===== src/rtl/dmem_arb_pkg.sv =====
// Shared types and default sizes for the data-memory arbiter.
package dmem_arb_pkg;

  localparam int DEF_ADDR_W    = 24;
  localparam int DEF_DATA_W    = 24;
  localparam int DEF_MEM_DEPTH = 271;

  // Sequencer states: pick a winner, run one memory cycle, acknowledge.
  typedef enum logic [1:0] {
    IDLE   = 2'd0,
    ACCESS = 2'd1,
    RESP   = 2'd2
  } state_t;

  // Requester id: 0 = processor load/store, 1 = image DMA/loader.
  typedef logic req_id_t;

endpackage


===== src/rtl/dmem_arb_pick.sv =====
// Winner selection between the two requesters.
// Build option: DMEM_ARB_ROUND_ROBIN_EN selects round-robin tie breaking;
// without it, r0 has fixed priority.
module dmem_arb_pick
  import dmem_arb_pkg::*;
(
  input  logic    i_req0,
  input  logic    i_req1,
  input  req_id_t i_ptr,
  output logic    o_gnt_vld,
  output req_id_t o_gnt_id
);

  assign o_gnt_vld = i_req0 | i_req1;

`ifdef DMEM_ARB_ROUND_ROBIN_EN
  // Tie goes to whichever requester was not granted last.
  always_comb begin
    o_gnt_id = 1'b0;
    if (i_req0 && i_req1) o_gnt_id = ~i_ptr;
    else                  o_gnt_id = i_req1;
  end
`else
  // The pointer is not needed in fixed-priority mode.
  logic w_unused_ptr;
  assign w_unused_ptr = i_ptr;

  // r0 wins every tie; r1 only wins when r0 is idle.
  always_comb begin
    o_gnt_id = 1'b0;
    o_gnt_id = ~i_req0 & i_req1;
  end
`endif

endmodule


===== src/rtl/dmem_arbiter.sv =====
// Two-port arbiter and access sequencer for the single-port data memory.
// Each access takes three cycles: IDLE (arbitrate) -> ACCESS (strobe) -> RESP (ack).
// Build option: DMEM_ARB_ROUND_ROBIN_EN (handled inside dmem_arb_pick).
module dmem_arbiter
  import dmem_arb_pkg::*;
#(
  parameter int ADDR_W    = DEF_ADDR_W,
  parameter int DATA_W    = DEF_DATA_W,
  parameter int MEM_DEPTH = DEF_MEM_DEPTH
) (
  input  logic              clk,
  input  logic              reset,
  input  logic              r0_req,
  input  logic              r0_we,
  input  logic [ADDR_W-1:0] r0_addr,
  input  logic [DATA_W-1:0] r0_wdata,
  input  logic              r1_req,
  input  logic              r1_we,
  input  logic [ADDR_W-1:0] r1_addr,
  input  logic [DATA_W-1:0] r1_wdata,
  output logic              r0_ack,
  output logic              r0_err,
  output logic [DATA_W-1:0] r0_rdata,
  output logic              r1_ack,
  output logic              r1_err,
  output logic [DATA_W-1:0] r1_rdata,
  output logic              mem_write,
  output logic              mem_read,
  output logic [ADDR_W-1:0] mem_addr,
  output logic [DATA_W-1:0] mem_wdata,
  input  logic [DATA_W-1:0] mem_rdata
);

  localparam logic [ADDR_W-1:0] DEPTH_A = ADDR_W'(MEM_DEPTH);

  state_t            r_state;
  req_id_t           r_ptr;
  req_id_t           r_id;
  logic              r_err;
  logic              r_mem_write;
  logic              r_mem_read;
  logic [ADDR_W-1:0] r_mem_addr;
  logic [DATA_W-1:0] r_mem_wdata;
  logic              r_ack0;
  logic              r_ack1;
  logic              r_err0;
  logic              r_err1;
  logic [DATA_W-1:0] r_rdata0;
  logic [DATA_W-1:0] r_rdata1;

  logic              w_gnt_vld;
  req_id_t           w_gnt_id;
  logic              w_sel_we;
  logic [ADDR_W-1:0] w_sel_addr;
  logic [DATA_W-1:0] w_sel_wdata;
  logic              w_sel_err;
  logic [DATA_W-1:0] w_cap;

  dmem_arb_pick u_pick (
    .i_req0    (r0_req),
    .i_req1    (r1_req),
    .i_ptr     (r_ptr),
    .o_gnt_vld (w_gnt_vld),
    .o_gnt_id  (w_gnt_id)
  );

  assign w_sel_we    = w_gnt_id ? r1_we    : r0_we;
  assign w_sel_addr  = w_gnt_id ? r1_addr  : r0_addr;
  assign w_sel_wdata = w_gnt_id ? r1_wdata : r0_wdata;
  assign w_sel_err   = (w_sel_addr >= DEPTH_A);

  // Only a real read strobe returns memory data; writes and rejected accesses return 0.
  assign w_cap = r_mem_read ? mem_rdata : '0;

  // Sequencer: latch the winner, strobe memory for one cycle, then pulse its ack.
  always_ff @(posedge clk) begin
    if (reset) begin
      r_state     <= IDLE;
      r_ptr       <= 1'b1;
      r_id        <= 1'b0;
      r_err       <= 1'b0;
      r_mem_write <= 1'b0;
      r_mem_read  <= 1'b0;
      r_mem_addr  <= '0;
      r_mem_wdata <= '0;
      r_ack0      <= 1'b0;
      r_ack1      <= 1'b0;
      r_err0      <= 1'b0;
      r_err1      <= 1'b0;
      r_rdata0    <= '0;
      r_rdata1    <= '0;
    end else begin
      r_ack0 <= 1'b0;
      r_ack1 <= 1'b0;
      r_err0 <= 1'b0;
      r_err1 <= 1'b0;
      case (r_state)
        IDLE: begin
          if (w_gnt_vld) begin
            r_id        <= w_gnt_id;
            r_ptr       <= w_gnt_id;
            r_err       <= w_sel_err;
            r_mem_addr  <= w_sel_addr;
            r_mem_wdata <= w_sel_wdata;
            r_mem_write <= w_sel_we & ~w_sel_err;
            r_mem_read  <= ~w_sel_we & ~w_sel_err;
            r_state     <= ACCESS;
          end
        end
        ACCESS: begin
          r_mem_write <= 1'b0;
          r_mem_read  <= 1'b0;
          if (r_id == 1'b0) begin
            r_ack0   <= 1'b1;
            r_err0   <= r_err;
            r_rdata0 <= w_cap;
          end else begin
            r_ack1   <= 1'b1;
            r_err1   <= r_err;
            r_rdata1 <= w_cap;
          end
          r_state <= RESP;
        end
        RESP: begin
          r_state <= IDLE;
        end
        default: begin
          r_state <= IDLE;
        end
      endcase
    end
  end

  assign mem_write = r_mem_write;
  assign mem_read  = r_mem_read;
  assign mem_addr  = r_mem_addr;
  assign mem_wdata = r_mem_wdata;

  // A reset landing in the RESP cycle must hide the ack already on the wire.
  assign r0_ack   = r_ack0 & ~reset;
  assign r1_ack   = r_ack1 & ~reset;
  assign r0_err   = r_err0 & ~reset;
  assign r1_err   = r_err1 & ~reset;
  assign r0_rdata = r_rdata0;
  assign r1_rdata = r_rdata1;

endmodule


===== config.mk =====
export PLATFORM = sky130hd
export DESIGN_NAME = dmem_arbiter
export DESIGN_NICKNAME = d
export VERILOG_FILES = /design/src/rtl/dmem_arb_pkg.sv /design/src/rtl/dmem_arb_pick.sv /design/src/rtl/dmem_arbiter.sv
export SDC_FILE = /design/constraint.sdc
export NUM_CORES = 1
export LEC_CHECK = 0
export ABC_AREA = 0
export BUFFER_PORTS_ARGS = -buffer_cell sky130_fd_sc_hd__buf_2
export CAP_MARGIN = 20
export CORE_UTILIZATION = 49
export CTS_BUF_LIST = sky130_fd_sc_hd__clkbuf_16
export CTS_CLUSTER_DIAMETER = 60
export CTS_CLUSTER_SIZE = 20
export DETAILED_ROUTE_END_ITERATION = 16
export GPL_TIMING_DRIVEN = 0
export PLACE_DENSITY = 0.86
export SYNTH_ARGS = -nofsm -noshare
export SYNTH_HDL_FRONTEND = slang
export SYNTH_SLANG_ARGS = --single-unit

===== constraint.sdc =====
create_clock -name clk -period 3.5 [get_ports clk]
set_clock_uncertainty 0.15 [all_clocks]
set_input_delay 0 -clock clk [delete_from_list [all_inputs] [get_ports clk]]
set_output_delay 0 -clock clk [all_outputs]
set_load 0.01 [all_outputs]

# --- After elaboration in Yosys (flattened, before gate mapping) ---
# Index checks and enable logic that the tools add are counted.
word_totals:
  word_cells: 51
  out_inout_bits: 102
  register_bits: 106
classes:
  magnitude_cmp: 1
  n_eq_ne: 2
  n_mux: 12
  n_bitwise: 14
  reduce_logical: 9
ops:
  columns: ["operator", "count"]
  rows:
  - ["$mux W24", 3]
  - ["$ge A24 B9 Y1 const B", 1]
  - ["$reduce_and A2 Y1", 4]
  - ["$and A1 B1 Y1", 7]
  - ["$not A1 Y1", 6]
  - ["$reduce_or A3 Y1", 2]
  - ["$mux W1", 5]
  - ["$pmux W1 S2", 2]
  - ["$pmux W2 S2", 1]
  - ["$eq A2 B1 Y1 const B", 1]
  - ["$logic_not A2 Y1", 1]
  - ["$mux W2", 1]
  - ["$ne A2 B1 Y1 const B", 1]
  - ["$reduce_bool A2 Y1", 1]
  - ["$reduce_or A2 Y1", 1]
  - ["$or A1 B1 Y1", 1]

# --- Depth between registers and ports, before layout ---
# Gate-level depths: netlist of run 1.
logic_depth:
  ltp_word: 8
  ltp_mapped: 7
  ltp_nobuf: 4

# --- Cells and area by module ---
# A second synthesis of run 1 with hierarchy kept.
hier_totals:
  hier_cells: 500
  area_unflattened_um2: 4409.2
by_module_without_submodules:
  columns: ["module", "area_each_um2", "instances", "seq_area_each_um2", "cells_each"]
  rows:
  - ["dmem_arbiter", 4396.7, 1, 2142.1, 498]
  - ["dmem_arb_pick", 12.5, 1, 0.0, 2]

# --- Worst setup path after synthesis of run 1 ---
# Ideal clock, no wire load.
synth_timing:
  path_type: "register to register"
  startpoint: "reg r_state[0]"
  endpoint: "reg r_mem_addr[0], in the netlist mem_addr[0]"
  setup_ps: 133
  path_slack_ps: 2050
  required_ps: 3217
  path_buffers: 3
  t_arrival_ps: 1167
  stages_incl_launch_ff: 7
  path_cell_list: "dfxtp_1 > nor2_1 > o21a_1 > buf_2 > buf_4 > buf_2 > a311oi_1"
synth_between:
  elab_chain_len: 2
synth_rtl:
  columns: ["element", "line", "text"]
  rows:
  - ["from (decl)", "dmem_arbiter.sv:36", "state_t r_state;"]
  - ["from (signal assigned)", "dmem_arbiter.sv:78", "r_state <= IDLE;"]
  - ["from (signal assigned)", "dmem_arbiter.sv:107", "r_state <= ACCESS;"]
  - ["from (signal assigned)", "dmem_arbiter.sv:122", "r_state <= RESP;"]
  - ["$logic_not A2 Y1", null, null]
  - ["$reduce_and A2 Y1 (no source line)", null, null]
  - ["to (signal assigned)", "dmem_arbiter.sv:103", "r_mem_addr <= w_sel_addr;"]
  - ["to (decl)", "dmem_arbiter.sv:42", "logic [ADDR_W-1:0] r_mem_addr;"]
# No other way between the ends.
# A chain may end at the register's enable or synchronous reset.

# --- Worst setup path after layout of run 1 ---
layout_timing:
  startpoint: "reg r_state[0]"
  endpoint: "reg r_mem_wdata[15], in the netlist mem_wdata[15]"
layout_between:
  elab_chain_len: 2
layout_rtl:
  columns: ["element", "line", "text"]
  rows:
  - ["$logic_not A2 Y1", null, null]
  - ["$reduce_and A2 Y1 (no source line)", null, null]
  - ["to (signal assigned)", "dmem_arbiter.sv:104", "r_mem_wdata <= w_sel_wdata;"]
  - ["to (decl)", "dmem_arbiter.sv:43", "logic [DATA_W-1:0] r_mem_wdata;"]
# No other way between the ends.

==> impl_results.md, run 1 <==
- Status: complete, no violations
- First-pass GRT wire length: ~27000 um
- CP max stage delay: around 590 ps
- # rows: 34
- Initial Utilization: approximately 50%
- DRT Wirelength: around 17000 um
- End of the worst register-to-register path: mem_wdata[15]
- CP Class: flop to flop
- Power share of the sequential group: 44.6%
- Core Region: a little under 0.009 mm2
- Reg2reg path depth: 7
- Io pins: 228
- RSZ-0062 raised after global routing: no
- Slowest CP cell: dlygate4sd3_1
- HPWL after detailed placement: approximately 11000 um
- Syn nets: between 600 and 700
- Clock power frac: about a third
- Largest net degree at the start of global routing: 20
- Number of diodes: 0
- Die area: about 0.0093 mm2
- Routed Antenna Nets: 0
- Combinational share of power: about 22%
- Vias: 5783
- Yosys Warn Count: 0
- Crit-path max FO: 10
- Post-DR vias/cell: roughly 5.7
- Crit. End Element: flop
- CTS Sinks: ~110
- Final period utilization: ~67%
- Most frequent CP cell: buf_2
- Area Growth Syn to Fin: 64.7%
- Worst R2R Start: r_state[0]
- Critical-path cell list: nor2_1 > o21a_1 > buf_2 > buf_4 > buf_2 > a311oi_1 > dlygate4sd3_1
- NetSw: ~0.00086 W
- Cells after Synth: around 540
- Maximum vdd ir drop: 0.286 mV
- DRT Pass-1 Iters: 5
- Post-synth top area cell: dfxtp_1
- Power Density: between 400 and 500 mW/mm2
- Post-synthesis cell type count: 34
- GRT Total Usage: a little under two fifths
- Die height: between 90 and 100 um
- Rel. slew slack: 65.0%
- Total CTS buffers: 9
- Worst Hold Class: input port to flop
- Setup bufs post-CTS: 0
- Clock latency on the worst-skew pair: 340 ps
- Die X: about 96 um
- Register area share after synthesis: 48.8%
- FMAX: 425 MHz
- Syn avg cell area: about 8 um2
- Port Buffer Count: about 230
- Final instance area: 0.00716 mm2
- Max Slew Vio Count: 0
- Drt wl/cell: 17.1 um
- Vias in the first global route: around 5.7k
- Initial antenna violation count: 0
- Critical path destination: mem_wdata[15]
- Post-synth EDFFs: 0
- Final Instance Count excl. Fillers: 1019
- Most frequently used flop master after synthesis: dfxtp_1
- Worst-Margin Slew: around 530 ps
- CTS tree: done
- Core Util, Final: slightly above 80%
- Total of max-cap violations: 0
- Worst path depth: 7
- Post-synthesis sequential element count: about 110
- Crit path buf inv count: 4
- CTS max path bufs: 2
- Synth top area share: between 40 and 50%
- FFs w/ async S/R, synth: 0%
- R2r setup slk: 1150 ps
- Inst Count DP: ~880
- Share of layout cells above drive strength 1: between 30% and 40%
- Min Tclk post-route: ~2400 ps
- H-Tree Depth: 3
- Critical Path Source: r_state[0]
- CTS root buf: clkbuf_16
- Hold Fails Final Rpt: 0
- Req. time, crit path: around 3600 ps
- Total grt overflow: 0
- Worst Path Arrival: between 2000 and 2500 ps
- Setup-failing EPs final: 0
- Crit path launch type: flop
- Total negative setup slack: 0 ps
- Final Net Count: around 1.0k
- Layout filler cell count: ~480
- Kind of cell adding the most delay to the critical path: buffers and inverters
- Detailed Route Iter0 Violations: between 300 and 400
- Design Power: approximately 0.0029 W
- Drt drc: 0
- Static leakage: roughly 3.3 nW
- P_int: 0.00209 W
- Switch share: 29.2%
- Synth area leaders: dfxtp_1 (49%), nand2_1 (12%), a311oi_1 (9.5%), nand3_1 (6.0%), a21oi_1 (5.6%)
- Clock slew at reported path FFs: 80 ps
- Placer Congestion: 0.828
- DP Area: about 0.0056 mm2
- Syn Std Cell Area: ~0.0044 mm2
==> cell type report <==
class	count	area (um2)	share of cell area, %
inverter	1	3.75	0.0524
clock inverter	7	61.3	0.856
buffer	49	235	3.28
clock buffer	9	225	3.14
tap	108	135	1.89
multi-input combinational	387	1990	27.8
timing repair buffer	352	2390	33.4
sequential	106	2120	29.6
==> per-layer routing <==
layer | part of all wire, % | track usage [%]
met3 | 9.2 | 8.69
met1 | 36 | 39.8
met4 | 5.4 | 24.3
met5 | 0 | 0
met2 | 50 | 65.1
==> worst reg2reg max path: stages, from the launching register on <==
cell,delay [ps]
dfxtp_1,320
nor2_1,260
o21a_1,160
buf_2,170
buf_4,190
buf_2,270
a311oi_1,140
dlygate4sd3_1,590
==> repair_timing <==
item                                   4_1_cts  5_1_grt
hold buffers                               126        0
endpoints found under the hold margin      100        0
gates resized for setup                      0        0
==> power groups by stage <==
stage / Clock (W) / Sequential, W / Combinational, W
2_1_floorplan: 0 / 0.00137 / 0.000208
3_3_place_gp: 0 / 0.00133 / 0.000437
3_5_place_dp: 0 / 0.00134 / 0.000450
4_1_cts: 0.000989 / 0.00131 / 0.000602
5_1_grt: 0.00105 / 0.00132 / 0.000689
6_report: 0.000996 / 0.00131 / 0.000638
==> cells in the final DEF (no fill, tap or decap), types with 3 or more instances in the layout <==
cell type and instances:
nor4_1 6, nand3_1 52, dlygate4sd3_1 126, buf_2 243, clkbuf_16 9, nor2b_1 5
buf_4 8, nor2_1 54, a21oi_1 49, a311oi_1 47, dfxtp_1 106, nand2b_1 3
clkbuf_1 22, nand2_1 143
==> synth_stat cells (3+ instances only) <==
library cell	n
nand2b_1	3
dfxtp_1	106
a21oi_1	49
clkbuf_1	22
buf_2	17
nor2_1	54
nand3_1	52
buf_4	8
nor4_1	6
nand2_1	143
a311oi_1	47
nor2b_1	5
==> cell families after synthesis <==
| family | synth area share, % |
|---|---|
| simple gates | 28.2 |
| compound gates | 17.3 |
| mux | 0.230 |
| flops | 48.8 |
| buf+inv | 5.49 |
==> per-stage QoR <==
step	setup WS [ps]	hold slack, ps
3_5_place_dp	1700	121
6_report	1150	6.22
3_3_place_gp	1810	109
2_1_floorplan	2050	-53.4
4_1_cts	1210	15.7
5_1_grt	1010	30.9
==> flip-flops by register name (all words and copies together) (netlist names), 2 cells and up <==
register and count:
mem_addr 24, mem_wdata 24, r_state 2, r0_rdata 24, r1_rdata 24
==> worst min path at each step <==
stage | from | endpoint | cells after the start
after global placement | r0_req | r_id | 2
final | r0_addr[14] | mem_read | 4
after floorplan | r0_req | r_id | 1
after detailed placement | r0_wdata[19] | mem_wdata[19] | 3
after CTS | r1_addr[18] | mem_write | 5
after global routing | r0_addr[14] | mem_read | 4
No activity file was read; power rests on OpenSTA's default activity.
==> run 2, diff against run 1 <==
CORE_UTILIZATION = 41   (was 49)
PLACE_DENSITY = 0.77   (was 0.86)
clock period = 2.1 ns   (was 3.5 ns; I/O delays follow)
==> run 2 against run 1 <==
Count of clock-buffer cells in the layout stayed put. Largest power group unchanged. Largest cell class unchanged. Non-clock buffer count down 4. Worst setup slack got worse by 1100 ps. Sequential power increased by 67%.
==> impl_results.md, run 2 (synthesis gave the netlist of run 1 again) <==
- Commonest non-fill, non-tap cell in the layout: buf_2
- Power share of the sequential group: 46.3% (+1.7 points)
- Area Growth Syn to Fin: 64.2%
- Share of layout cells above drive strength 1: 30.0% (-0.16 points)
- Die X: 105 um (+9.1%)
- CTS tree: done
- Vias in the first global route: 5619 (-0.99%)
- CP max stage delay: 630 ps (+40 ps)
- HPWL after detailed placement: 10700 um (+1.7%)
- Clock latency on the worst-skew pair: 340 ps (about the same)
- Initial antenna violation count: 1 (+1)
- Core Region: 0.0103 mm2 (+19%)
- RSZ-0062 raised after global routing: no
- Number of diodes: 0 (unchanged)
- Max Slew Vio Count: 0 (unchanged)
- CTS max path bufs: 2 (unchanged)
- H-Tree Depth: 3 (unchanged)
- # rows: 37 (+8.8%)
- Rel. slew slack: 65.6% (+0.61 points)
- Status: complete, no violations
- Vias: 5618 (-2.9%)
- Final instance area: 0.00714 mm2 (-0.28%)
- Die area: 0.0110 mm2 (+19%)
- Die height: 105 um (+9.1%)
- Critical-path cell list: dlygate4sd3_1 > nand2b_1 > buf_4 > mux2i_1 > dlygate4sd3_1 > or2_2 > o31ai_2
- Setup-failing EPs final: 0 (unchanged)
- GRT Total Usage: 30.4% (-6.8 points)
- FMAX: 499 MHz
- Most frequent CP cell: dlygate4sd3_1
- Total of max-cap violations: 0 (unchanged)
- Design Power: 0.00473 W (+60%)
- Power Density: 661 mW/mm2 (+61%)
- Req. time, crit path: 2210 ps (-1370 ps)
- DRT Pass-1 Iters: 5 (unchanged)
- Layout filler cell count: 740 (+55%)
- Io pins: 228 (unchanged)
- NetSw: 0.00134 W (+56%)
- Min Tclk post-route: 2000 ps
- Combinational share of power: 20.6% (-1.0 points)
- Slowest CP cell: dlygate4sd3_1
- Clock power frac: 33.1% (-0.7 points)
- Final period utilization: 95.5%
- DRT Wirelength: 17000 um (-2.1%)
- Switch share: 28.4% (-0.80 points)
- P_int: 0.00338 W (+62%)
- Initial Utilization: 42.1% (-8.0 points)
- Worst-Margin Slew: 516 ps (-9.19 ps)
- Static leakage: 3.22 nW (-3.2%)
- Worst Hold Class: input port to flop
- Crit path launch type: input port
- DP Area: 0.00565 mm2 (+0.62%)
- Maximum vdd ir drop: 0.417 mV (+46%)
- Post-DR vias/cell: 5.39 (-5.0%)
- Worst Path Arrival: 2110 ps (-320 ps)
- Crit. End Element: flop
- Drt drc: 0 (unchanged)
- Hold Fails Final Rpt: 0 (unchanged)
- Port Buffer Count: 226 (unchanged)
- Total CTS buffers: 9 (unchanged)
- Total negative setup slack: 0 ps (unchanged)
- Clock slew at reported path FFs: 70 ps (about the same)
- First-pass GRT wire length: 26800 um (+0.99%)
- Detailed Route Iter0 Violations: 341 (+13%)
- Placer Congestion: 0.807 (-2.5%)
- Routed Antenna Nets: 0 (unchanged)
- CP Class: input port to flop
- CTS Sinks: 106 (unchanged)
- Commonest non-fill, non-tap cells in the layout: buf_2 (242), nand2_1 (143), dlygate4sd3_1 (123), dfxtp_1 (106), nor2_1 (54)
- Total grt overflow: 0 (unchanged)
- Largest net degree at the start of global routing: 18 (-10%)
- Crit-path max FO: 7 (-3)
- Drt wl/cell: 16.3 um (-4.3%)
- Final Net Count: 1028 (-0.39%)
- CTS root buf: clkbuf_16
[run 2: layout make-up]
type / instances / area, um2 / share of cell area (%)
clock inverters: 6 / 41.3 / 0.578
clock buffers: 9 / 225 / 3.15
well taps: 136 / 170 / 2.38
repair buffers: 348 / 2360 / 33.0
flip-flops and latches: 106 / 2120 / 29.7
plain buffers: 49 / 235 / 3.29
multi-input cells: 387 / 1990 / 27.8
inverters: 1 / 3.75 / 0.0525
[run 2: final timing paths]
check	from	endpoint	slack [ps]	cells past startpoint
max	r0_req	mem_write	100	7
min	r0_addr[22]	mem_addr[22]	30	4
max reg2reg	r_state[0]	mem_wdata[15]	170	6
min reg2reg	r0_rdata[14]	r0_rdata[14]	300	2
[run 2: per-layer routing]
metal | global-route usage, % | up-vias | wire, um
li1 | - | 2607 | -
met1 | 32.2 | 2575 | 6380
met2 | 55.3 | 367 | 8540
met3 | 8.05 | 69 | 1470
met4 | 15.1 | 0 | 634
met5 | 0 | - | 0
[run 2: power by group through the flow]
stage                     Combinational, W  Sequential, W  Clock, W
after detailed placement          0.000753        0.00223         0
after CTS                         0.000933        0.00218   0.00159
after global routing               0.00105        0.00220   0.00166
after global placement            0.000737        0.00222         0
final                             0.000974        0.00219   0.00156
after floorplan                   0.000347        0.00228         0
[run 2: repair_timing]
action	CTS	global route
hold buffers	124	0
resized for setup	0	0
hold endpoints to repair	99	0
setup endpoints to repair	0	2
setup buffers	0	0
[run 2: critical path, delay by kind of cell]
| kind | cells | cell delay, ps |
|---|---|---|
| buffers and inverters | 3 | 1370 |
| muxes | 1 | 120 |
| and+or+nand+nor | 2 | 470 |
| AOI/OAI and AO/OA | 1 | 170 |
[run 2: per-stage QoR]
stage                     hold slack (ps)  utilization [%]  cells  setup WS (ps)
after detailed placement              122             54.7    905            344
after CTS                            23.7             69.3   1044           20.0
final                                27.2             69.2   1042           95.5
after global placement                116             54.7    905            362
after global routing                 53.7             69.2   1042           6.51
after floorplan                     -53.4                -    543            650
==> run 3, diff against run 2 <==
CORE_UTILIZATION = 42   (was 41)
CTS_BUF_LIST = sky130_fd_sc_hd__clkbuf_2 sky130_fd_sc_hd__clkbuf_4 sky130_fd_sc_hd__clkbuf_8   (was sky130_fd_sc_hd__clkbuf_16)
PLACE_DENSITY = 0.78   (was 0.77)
==> run 3 against run 2 <==
Critical path type unchanged. Critical path depth is 1 higher. Non-clock buffer count is 4 higher. Worst setup slack worse by 28 ps. Via count grew 0.61%. Combinational power increased by 1%. Fmax down 1.4%. Global-route usage is 1.3 points higher. Flip-flop and latch count unchanged. Die area fell by 2.3%. Sequential power is essentially flat. Largest power group unchanged. Wire length increased by 2.4%.
==> impl_results.md, run 3 (synthesis gave the netlist of run 1 again) <==
- Combinational share of power: 22.3% (+1.7 points)
- First-pass GRT wire length: 27400 um (+2.1%)
- Placer Congestion: 0.859 (+6.4%)
- Port Buffer Count: 226 (unchanged)
- Clock slew at reported path FFs: 110 ps (+40 ps)
- Worst-Margin Slew: 548 ps (+31.9 ps)
- Slowest CP cell: dlygate4sd3_1
- H-Tree Depth: 3 (unchanged)
- Largest net degree at the start of global routing: 21 (+3)
- Static leakage: 3.21 nW (-0.37%)
- Status: complete, no violations
- P_int: 0.00305 W (-9.8%)
- Vias: 5652 (+0.61%)
- Most frequent CP cell: dlygate4sd3_1
- Clock latency on the worst-skew pair: 380 ps (+40 ps)
- Worst Path Arrival: 2180 ps (+70 ps)
- Maximum vdd ir drop: 0.355 mV (-15%)
- Design Power: 0.00442 W (-6.4%)
- Drt drc: 0 (unchanged)
- Drt wl/cell: 16.7 um (+2.1%)
- Max Slew Vio Count: 0 (unchanged)
- Power share of the sequential group: 49.5% (+3.2 points)
- CTS root buf: clkbuf_8
- RSZ-0062 raised after global routing: no
- DRT Wirelength: 17400 um (+2.4%)
- Total negative setup slack: 0 ps (unchanged)
- CP max stage delay: 580 ps (-50 ps)
- Crit path buf inv count: 4 (+1)
- Share of layout cells above drive strength 1: 30.2% (+0.16 points)
- Detailed Route Iter0 Violations: 358 (+5.0%)
- Rel. slew slack: 63.5% (-2.1 points)
- Crit-path max FO: 7 (unchanged)
- Post-DR vias/cell: 5.41 (+0.32%)
- Final period utilization: 96.8% (+1.3 points)
- Power Density: 622 mW/mm2 (-5.9%)
- Crit. End Element: flop
- Routed Antenna Nets: 0 (unchanged)
- FMAX: 492 MHz (-1.4%)
- Setup bufs post-CTS: 0 (unchanged)
- NetSw: 0.00137 W (+1.9%)
- # rows: 36 (-2.7%)
- Req. time, crit path: 2240 ps (+30 ps)
- Total of max-cap violations: 0 (unchanged)
- Min Tclk post-route: 2030 ps (+28.1 ps)
- CTS tree: done
- # resized after CTS: 0 (unchanged)
- Crit path launch type: input port
- Die height: 104 um (-1.2%)
- Setup-failing EPs final: 0 (unchanged)
- CTS Sinks: 106 (unchanged)
- Switch share: 30.9% (+2.5 points)
- CTS max path bufs: 2 (unchanged)
- Final Net Count: 1032 (+0.39%)
- Total grt overflow: 0 (unchanged)
- Commonest non-fill, non-tap cell in the layout: buf_2
- Critical-path cell list: dlygate4sd3_1 > buf_2 > nand2b_1 > buf_4 > mux2i_1 > dlygate4sd3_1 > or2_2 > o31ai_2
- Core Region: 0.00991 mm2 (-4.0%)
- CP Class: input port to flop
- DRT Pass-1 Iters: 5 (unchanged)
- Hold Fails Final Rpt: 0 (unchanged)
- Worst Hold Class: input port to flop
- Io pins: 228 (unchanged)
- Total CTS buffers: 9 (unchanged)
- Clock power frac: 28.1% (-5.0 points)
- GRT Total Usage: 31.7% (+1.3 points)
- Initial antenna violation count: 0 (-1)
- Initial Utilization: 43.9% (+1.8 points)
- Area Growth Syn to Fin: 63.3%
- HPWL after detailed placement: 10700 um (-0.41%)
- Kind of cell adding the most delay to the critical path: buffers and inverters
- Die X: 104 um (-1.2%)
- Vias in the first global route: 5675 (+1.0%)
- Commonest non-fill, non-tap cells in the layout: buf_2 (243), nand2_1 (143), dlygate4sd3_1 (126), dfxtp_1 (106), nor2_1 (54)
- Die area: 0.0108 mm2 (-2.3%)
[run 3: changes by cell type in the layout (fill, tap and decap cells not counted), sizes merged]
cell,before,now
dlygate4sd3,123,126
clkinvlp,2,1
inv,3,5
buf,252,253
diode,0,1
[run 3: what timing repair did]
item,in CTS,in global routing
hold buffers,127,0
hold endpoints to repair,101,0
setup endpoints to repair,0,2
[run 3: power by group through the flow]
stage               Clock, W  Combinational [W]  Sequential [W]
floorplan                  0           0.000347         0.00228
global placement           0           0.000736         0.00222
detailed placement         0           0.000751         0.00223
CTS                  0.00126           0.000935         0.00218
global route         0.00134            0.00106         0.00220
finish               0.00124           0.000987         0.00219
[run 3: through the flow]
stage / cell area, um2 / setup WS (ps) / cells / utilization, % / hold WS (ps)
detailed placement: 5650 / 331 / 902 / 57.0 / 120
global placement: 5650 / 371 / 902 / 57.0 / 111
finish: 7100 / 67.4 / 1045 / 71.7 / 6.86
global route: 7100 / 15.4 / 1044 / 71.7 / 31.9
CTS: 7110 / 21.9 / 1045 / 71.8 / 14.1
floorplan: 4350 / 650 / 543 / - / -53.4
[run 3: cell type report]
type / count / area (um2)
Antenna cell: 1 / 2.50
Sequential cell: 106 / 2120
Clock buffer: 9 / 124
Multi-Input combinational cell: 387 / 1990
Fill cell: 708 / 2810
Clock inverter: 7 / 67.6
Buffer: 49 / 235
Timing Repair Buffer: 352 / 2390
Tap cell: 133 / 166
Inverter: 1 / 3.75
[run 3: worst paths after layout]
kind	start	to	slack, ps	cells past startpoint
worst max-delay path	r0_req	mem_write	70	8
worst min-delay path	reset	r_err0	7	3
worst max register to register	r_state[0]	mem_write	150	5
worst min register to register	r1_rdata[6]	r1_rdata[6]	310	2
[run 3: worst reg2reg max path, delay by kind of cell (launching register included)]
kind | cells | cell delay (ps)
simple gates | 1 | 260
compound gates | 3 | 520
buf+inv | 1 | 600
flops | 1 | 330
[run 3: per-layer routing]
metal / vias up / routed length, um / track usage, %
met4: 0 / 965 / 21.2
met5: - / 0 / 0
met2: 387 / 8340 / 55.1
met1: 2557 / 6570 / 34.8
li1: 2617 / - / -
met3: 91 / 1560 / 6.86
